### src/rtl/fetch_pkg.sv
// Shared types and constants for the instruction fetch sequencer.
package fetch_pkg;
  localparam int unsigned ADDR_W_DEF = 7;
  localparam int unsigned DATA_W_DEF = 32;
  localparam logic [4:0]  HALT_OPC   = 5'b01011;
  localparam int unsigned OPC_HI     = 31;
  localparam int unsigned OPC_LO     = 27;

  typedef enum logic [1:0] {IDLE, RUN, HALT} fetch_state_e;
endpackage

### src/rtl/fetch_skid_buffer.sv
// Two-entry valid/ready buffer: output register plus one skid entry, with flush.
module fetch_skid_buffer #(
  parameter int unsigned W = 39
) (
  input  logic         clk,
  input  logic         rst,
  input  logic         flush,
  input  logic         in_valid,
  input  logic [W-1:0] in_data,
  input  logic         out_ready,
  output logic         out_valid,
  output logic [W-1:0] out_data,
  output logic [1:0]   occ
);
  logic         skid_v;
  logic [W-1:0] skid_d;
  logic         pop;

  assign pop = out_valid && out_ready;
  assign occ = {1'b0, out_valid} + {1'b0, skid_v};

  always_ff @(posedge clk) begin
    if (rst) begin
      out_valid <= 1'b0;
      out_data  <= '0;
      skid_v    <= 1'b0;
      skid_d    <= '0;
    end else if (flush) begin
      out_valid <= 1'b0;
      skid_v    <= 1'b0;
    end else if (pop || !out_valid) begin
      // Skid entry is older than any incoming word, so it refills the output first.
      if (skid_v) begin
        out_data  <= skid_d;
        out_valid <= 1'b1;
        skid_v    <= in_valid;
        if (in_valid) skid_d <= in_data;
      end else begin
        out_valid <= in_valid;
        if (in_valid) out_data <= in_data;
      end
    end else if (in_valid) begin
      skid_v <= 1'b1;
      skid_d <= in_data;
    end
  end

  overflow_a: assert property (@(posedge clk) disable iff (rst)
    !(in_valid && !flush && out_valid && skid_v && !out_ready));
endmodule

### src/rtl/fetch_sequencer.sv
// Instruction fetch sequencer: PC ownership, credit-based read issue, branch squash and HALT detection.
module fetch_sequencer #(
  parameter int unsigned       ADDR_W   = fetch_pkg::ADDR_W_DEF,
  parameter int unsigned       DATA_W   = fetch_pkg::DATA_W_DEF,
  parameter int unsigned       DEPTH    = 101,
  parameter logic [ADDR_W-1:0] RESET_PC = '0,
  parameter logic [4:0]        HALT_OPC = fetch_pkg::HALT_OPC
) (
  input  logic              clk,
  input  logic              rst,
  input  logic              start,
  input  logic              branch_taken,
  input  logic [ADDR_W-1:0] branch_target,
  output logic [ADDR_W-1:0] imem_addr,
  output logic              imem_rd,
  input  logic [DATA_W-1:0] imem_rdata,
  output logic [DATA_W-1:0] instr,
  output logic [ADDR_W-1:0] instr_pc,
  output logic              instr_valid,
  input  logic              instr_ready,
  output logic              done
);
  import fetch_pkg::*;

  localparam logic [ADDR_W:0]   DEPTH_EXT = (ADDR_W+1)'(DEPTH);
  localparam logic [ADDR_W-1:0] LAST_PC   = ADDR_W'(DEPTH - 1);

  fetch_state_e state_q, state_d;
  logic [ADDR_W-1:0] pc_q, req_pc_q, target_clamped;
  logic              inflight_q, squash_q;
  logic              resp_v, halt_det, push, pop, flush, issue;
  logic [1:0]        occ;
  logic [2:0]        credit_used, credit_lim;
  logic [ADDR_W+DATA_W-1:0] buf_out;

  assign imem_addr      = pc_q;
  assign pop            = instr_valid && instr_ready;
  assign flush          = (state_q == RUN) && branch_taken;
  assign target_clamped = ({1'b0, branch_target} >= DEPTH_EXT) ? '0 : branch_target;

  // A redirect in the response cycle drops the returning word, HALT opcode included.
  assign resp_v   = (state_q == RUN) && inflight_q && !squash_q && !branch_taken;
  assign halt_det = resp_v && (imem_rdata[OPC_HI:OPC_LO] == HALT_OPC);
  assign push     = resp_v && !halt_det;

  assign credit_used = {1'b0, occ} + {2'b00, inflight_q};
  assign credit_lim  = 3'd2 + {2'b00, pop};

  always_ff @(posedge clk) begin
    if (rst) state_q <= IDLE;
    else     state_q <= state_d;
  end

  always_comb begin
    state_d = state_q;
    case (state_q)
      IDLE:    if (start) state_d = RUN;
      RUN:     if (halt_det) state_d = HALT;
      HALT:    state_d = HALT;
      default: state_d = IDLE;
    endcase
  end

  always_comb begin
    issue = 1'b0;
    done  = 1'b0;
    case (state_q)
      RUN:     issue = !branch_taken && (credit_used < credit_lim);
      HALT:    done  = (occ == 2'd0);
      default: ;
    endcase
  end

  assign imem_rd = issue;

  always_ff @(posedge clk) begin
    if (rst) begin
      pc_q       <= RESET_PC;
      req_pc_q   <= '0;
      inflight_q <= 1'b0;
      squash_q   <= 1'b0;
    end else begin
      inflight_q <= issue;
      squash_q   <= issue && halt_det;
      if (issue) req_pc_q <= pc_q;
      if (branch_taken && state_q != HALT) pc_q <= target_clamped;
      else if (issue) pc_q <= (pc_q == LAST_PC) ? '0 : pc_q + 1'b1;
    end
  end

  fetch_skid_buffer #(.W(ADDR_W + DATA_W)) u_buf (
    .clk       (clk),
    .rst       (rst),
    .flush     (flush),
    .in_valid  (push),
    .in_data   ({req_pc_q, imem_rdata}),
    .out_ready (instr_ready),
    .out_valid (instr_valid),
    .out_data  (buf_out),
    .occ       (occ)
  );

  assign instr    = buf_out[DATA_W-1:0];
  assign instr_pc = buf_out[ADDR_W+DATA_W-1:DATA_W];
endmodule

### config.mk
export PLATFORM = sky130hd
export DESIGN_NAME = fetch_sequencer
export DESIGN_NICKNAME = d
export VERILOG_FILES = /design/src/rtl/fetch_pkg.sv /design/src/rtl/fetch_skid_buffer.sv /design/src/rtl/fetch_sequencer.sv
export SDC_FILE = /design/constraint.sdc
export NUM_CORES = 1
export LEC_CHECK = 0
export BUFFER_PORTS_ARGS = -buffer_cell sky130_fd_sc_hd__buf_2
export CORE_AREA = 2 2 125 90
export DETAILED_ROUTE_END_ITERATION = 12
export DIE_AREA = 0 0 127 92
export PLACE_DENSITY = 0.66
export SLEW_MARGIN = 25
export SYNTH_ARGS = -nofsm -noshare
export SYNTH_HDL_FRONTEND = slang
export SYNTH_SLANG_ARGS = --single-unit
### constraint.sdc
create_clock -name clk -period 3.62 [get_ports clk]
set_input_delay 0.181 -clock clk [delete_from_list [all_inputs] [get_ports clk]]
set_output_delay 0.181 -clock clk [all_outputs]
set_load 0.005 [all_outputs]
## Word level (Yosys, flattened, before mapping)

Index checks and enable logic that the tools add are counted.
W data, S select, Z words.

- Register bits: 98

- Equal/unequal tests: 8
- Bitwise operators: 1
- $lt $le $gt $ge: 2
- Add/sub/neg operators: 4
- Reductions and logical operators: 24
- Muxes and demuxes: 18

Operator list:

| kind | count |
|---|---|
| $mux W39 | 5 |
| $mux W7 | 4 |
| $logic_and A1 B1 Y1 | 10 |
| $add A7 B1 Y7 const B | 1 |
| $eq A7 B7 Y1 const B | 1 |
| $ge A7 B7 Y1 const B | 1 |
| $mux W1 | 6 |
| $ne A2 B2 Y1 const B | 3 |
| $pmux W2 S3 | 1 |
| $reduce_bool A2 Y1 | 3 |
| $eq A5 B4 Y1 const B | 1 |
| $logic_not A1 Y1 | 4 |
| $logic_not A2 Y1 | 2 |
| $mux W2 | 2 |
| $reduce_and A2 Y1 | 2 |
| $add A2 B1 Y3 | 1 |
| $add A2 B1 Y3 const A | 1 |
| $lt A3 B3 Y1 | 1 |
| $reduce_and A3 Y1 | 1 |
| $add A1 B1 Y2 | 1 |
| $eq A2 B1 Y1 const B | 1 |
| $eq A2 B2 Y1 const B | 1 |
| $ne A2 B1 Y1 const B | 1 |
| $reduce_or A2 Y1 | 1 |
| other kinds (2) | 2 |

## Depth between registers and ports, before layout

- Word-level depth: 10
- Mapped depth: 11
- Depth with buffers taken out: 9

## Cells and area by module

Synthesis repeated with hierarchy kept, for this count alone.

- Cells, all modules: 492
- Area, all modules: 4729.5 sq um

By module, submodules not included:

| module | seq. area each (sq um) | area each (sq um) | instances | cells an instance |
|---|---|---|---|---|
| fetch_skid_buffer | 1601.5 | 3669.8 | 1 | 361 |
| fetch_sequencer | 360.3 | 1059.8 | 1 | 131 |

## Worst setup path after synthesis

No wires, ideal clock.

- Path type: reg-to-reg
- From: reg u_buf.skid_v
- To: reg pc_q[6] (netlist: imem_addr[6])
- Clock period less this slack: 2.383 ns
- Data required time: 3.488 ns
- Setup slack: 1.237 ns
- Arrival: 2.251 ns
- Stages on the path, launching flop included: 11
- Buffers on the path: 2
- Cell sequence: dfxtp_1 buf_2 inv_1 ha_1 ha_1 ha_1 or3b_1 a21o_1 clkbuf_1 a32oi_1 a21oi_1

- Longest elaborated chain between the ends: 6

RTL lines:

| item | line | source |
|---|---|---|
| start, declared | fetch_skid_buffer.sv:15 | `logic skid_v;` |
| start signal, assigned | fetch_skid_buffer.sv:36 | `skid_v <= in_valid;` |
| $add A1 B1 Y2 | fetch_skid_buffer.sv:20 | `assign occ = {1'b0, out_valid} + {1'b0, skid_v};` |
| $add A2 B1 Y3 | fetch_sequencer.sv:46 | `assign credit_used = {1'b0, occ} + {2'b00, inflight_q};` |
| $lt A3 B3 Y1 | fetch_sequencer.sv:68 | `RUN: issue = !branch_taken && (credit_used < credit_lim);` |
| $logic_and A1 B1 Y1 | fetch_sequencer.sv:68 |  |
| $mux W1 | fetch_sequencer.sv:67 | `case (state_q)` |
| $reduce_bool A2 Y1 (no source line) | -- |  |
| end signal, assigned | fetch_sequencer.sv:86 | `if (branch_taken && state_q != HALT) pc_q <= target_clamped;` |
| end signal, assigned | fetch_sequencer.sv:87 | `else if (issue) pc_q <= (pc_q == LAST_PC) ? '0 : pc_q + 1'b1;` |
| end, declared | fetch_sequencer.sv:29 | `logic [ADDR_W-1:0] pc_q, req_pc_q, target_clamped;` |

Every way passes these cells.
A chain may end at the register's enable or synchronous reset.

## Worst setup path in the final report

- From: reg u_buf.out_valid
- To: out imem_rd

- Longest elaborated chain between the ends: 5
- Elaborated cells between the ends (all ways): 7

RTL lines:

| item | line | source |
|---|---|---|
| start, declared | fetch_skid_buffer.sv:11 | `output logic out_valid,` |
| start signal, assigned | fetch_skid_buffer.sv:39 | `out_valid <= in_valid;` |
| $add A1 B1 Y2 / $logic_and A1 B1 Y1 (equally long branches) | fetch_skid_buffer.sv:20, fetch_sequencer.sv:37 |  |
| $add A2 B1 Y3 (on tied branches) | fetch_sequencer.sv:46, fetch_sequencer.sv:47 |  |
| $lt A3 B3 Y1 (*) | fetch_sequencer.sv:68 |  |
| $logic_and A1 B1 Y1 (*) | fetch_sequencer.sv:68 |  |
| $mux W1 (*) | fetch_sequencer.sv:67 |  |
| end, declared | fetch_sequencer.sv:15 | `output logic imem_rd,` |

Every way passes the cells marked *; elsewhere a longest branch is shown, timed or not.

==> summary.md <==
| Metric | Value |
|---|---|
| Count leader, synth | dfxtp_1 |
| Vias | 4,138 |
| Crit start category | flip-flop |
| Ports | slightly above 90 |
| Mapped cell area | 4622 µm² |
| Xor and xnor area share after synthesis | 0% |
| RD Place Congestion | 0.8146 |
| Syn nets | 550 |
| Max Cap Violations | 0 |
| Flops & latches, synth | 98 |
| GRT overflow | 0 |
| Simple-Gate Fraction of Synth Area | 9.529% |
| Highest clock rate | 0.3484 GHz |
| Skew final | 0.008292 ns |
| Top FF cell, synth | dfxtp_1 |
| Root Buffer | clkbuf_16 |
| WL final | around 12 mm |
| Drt via density | 5.920 |
| CTS tree | built |
| Reg clk slew, reported paths | 0.07 ns |
| Avg Inst Size Synth | ~9.3 µm² |
| Port buffer count | 92 |
| M1 wire length | about 6.0 mm |
| WL met3 | 715 µm |
| Worst setup EP type | primary output |
| Fin Hold WS | 0.09581 ns |
| Met2 wire len | between 5 and 6 mm |
| Post-Syn Instances | 496 |
| Final ANT Viol Nets | 0 |
| Commonest cells post-synth | 98 x dfxtp_1, 51 x a21oi_1, 45 x o21ai_0 |
| RSZ-0062 raised after global routing | false |
| Total track usage | 20.61% |
| Worst hold path class | input port to flip-flop |
| Hpwl dp | 7.637 mm |
| RR Startpoint | u_buf.out_valid |
| Critical path required time | 3.44 ns |
| R2r endpoint | imem_addr[1] |
| Max H-tree Level | 3 |
| CP Capture Point | imem_rd |
| Unique cell type count in the Yosys netlist | 50 |
| Post-route DRC | 0 |
| Sequential share of the synthesized area | 42.45% |
| Clock sink count | 98 |
| Initial DRC Count | about 440 |
| CP Max Fanout | 16 |
| Static Leak | 0.002499 µW |
| Synth area leaders | dfxtp_1 42%, mux2i_1 8.4%, o211a_1 8.4%, o211ai_1 6.5%, a21oi_1 5.5% |
| Initial antenna violation count | 0 |
| First-pass iteration count of the detailed router | 5 |
| Top routing layer in use | met4 |
| # nets final | 612 |
| EDFF count, synth | 0 |
| Max-Slew Margin vs Limit | 45.96% |
| Worst skew pair latency | 0.35 ns |
| Worst R2R Path Depth | 9 |
| Final Hold Fails | 0 |
| Max-slew violations | 0 |
| Mux share of post-synthesis cell area | 8.446% |
| Final worst-path cycle share | 79.30% |
| Adder-Cell Fraction of Synth Area | 3.086% |
| Main combinational cell family by area after synthesis | compound AO/OA/AOI/OAI gates |
| Global-route wire length before repair | between 15 and 20 mm |
| Post-synth top area share | 42.45% |
| Power per cell area | 438.9 nW/µm² |
| CP Launch Point | u_buf.out_valid |
| Area Growth Syn to Fin | 18.92% |
| Post-CTS setup buffer count | 0 |
| CTS Buf Count | 9 |
| Crit path time final | ~2.9 ns |
| Slack of the critical path | 0.7493 ns |
| Final Setup Violations | 0 |
| Antenna Cells | 0 |
| Place WS | 0.9182 ns |
| Post-cts hold buffer count | 0 |
| Area leader, netlist | dfxtp_1 |
| TNS Setup | 0 ns |
| Worst R2R Setup Slack | 0.93 ns |
| Status | finished, final reports clean |
| Max IR drop VDD | around 240 µV |
| Tightest Pin Transition | 0.8105 ns |
| Post-CTS resize count | 0 |
| Hold wc startpoint | imem_rdata[15] |
| Crit Path Class | flip-flop to primary output |
| Largest net degree at the start of global routing | 83 |
| Total core area | 10,650 µm² |
| Max clock buf depth | 2 |
| Num rows | 32 |
| Die W | 127 µm |
| Compound-Gate Fraction of Synth Area | 30.78% |
| Worst endpoint data arrival time | 2.69 ns |
| Die Y | between 90 and 100 µm |
| Share of cells above drive strength 1 | 23.09% |
| Routed wire per std cell | 17.26 µm |
| Synth async-reset ratio | 0% |
| DIE AREA | 11,680 µm² |
| Fill cells | just under 1k |
| Initial Util | 43.40% |
| Yosys warning count | 0 |
| Vias in the first global route | 3,731 |
## kinds of logic (layout without fill, tap and decap cells)
family | Yosys count | after routing
DFF | 98 | 98
AOI/OAI and AO/OA | 204 | 204
adders and majority gates | 11 | 11
muxes | 39 | 39
buffers and inverters | 62 | 129
and+or+nand+nor | 82 | 82
## placed cells by master, fill, tap and decap left out, types with 2 or more instances in the layout
master / Yosys / layout
a21boi_4: 1 / 2
a21oi_1: 51 / 50
a22oi_1: 4 / 4
a31oi_1: 4 / 4
a32oi_1: 2 / 2
and2_1: 2 / 2
and4_1: 2 / 2
buf_16: 0 / 2
buf_2: 7 / 92
buf_4: 0 / 7
bufinv_16: 0 / 2
clkbuf_16: 0 / 9
clkinv_4: 0 / 2
dfxtp_1: 98 / 97
ha_1: 9 / 9
inv_1: 10 / 10
mux2i_1: 39 / 39
nand2_1: 18 / 18
nand3_1: 40 / 40
nor2_1: 5 / 5
nor2b_1: 3 / 3
o211a_1: 39 / 39
o211ai_1: 40 / 40
o21a_1: 3 / 3
o21ai_0: 45 / 44
o31ai_1: 2 / 2
o32ai_1: 3 / 3
## layer usage
layer  global-route usage, %  vias up
met5                       0        -
met4                   5.861        0
met3                   4.959       15
met2                   29.70      152
met1                   30.47     1993
li1                        -     1978
## how the worst min path moves through the flow
stage / to / slack [ns] / cells after the start
after global placement: u_buf.skid_d[22] / 0.45 / 3
after floorplan: imem_addr[4] / 0.32 / 2
final: u_buf.skid_d[15] / 0.1 / 3
after global routing: u_buf.skid_d[4] / 0.1 / 3
after detailed placement: u_buf.skid_d[19] / 0.45 / 3
after CTS: u_buf.skid_d[19] / 0.09 / 3
## flip-flops by register name (all words and copies together) (netlist names)
signal	count
imem_addr	7
inflight_q	1
req_pc_q	7
squash_q	1
state_q	2
u_buf.out_data	39
u_buf.out_valid	1
u_buf.skid_d	39
u_buf.skid_v	1
## cell type report
type                       count  area [µm²]  share of cell area (%)
clock buffer                  10       239.0                   4.348
sequential                    98        1966                   35.76
timing repair buffer         101       568.0                   10.33
inverter                      12       45.04                  0.8195
multi-input combinational    336        2419                   44.00
tap                          136       170.2                   3.096
clock inverter                 6       90.09                   1.639
## report_power, final
part / switching, µW / leakage (µW) / internal [µW] / total (µW)
Sequential: 25.0 / 0.000792 / 1100 / 1120
Clock: 418 / 0.000159 / 625 / 1040
Combinational: 149 / 0.00155 / 95.9 / 245
## critical path, cell delays in order, from the launching register on
cell,delay [ns]
dfxtp_1,0.46
inv_1,0.07
ha_1,0.29
ha_1,0.18
ha_1,0.17
or3b_1,0.36
a21o_1,0.38
inv_2,0.27
buf_2,0.15
## per-stage QoR
step	area [µm²]	power, µW	cells	util, %
6_report	5497	2412	699	51.61
5_1_grt	5497	2506	699	51.61
4_1_cts	5441	2428	697	51.09
3_5_place_dp	5112	1389	681	48.00
3_3_place_gp	5112	1381	681	48.00
2_1_floorplan	4622	1291	496	-
(Power assumes the default switching activity.)
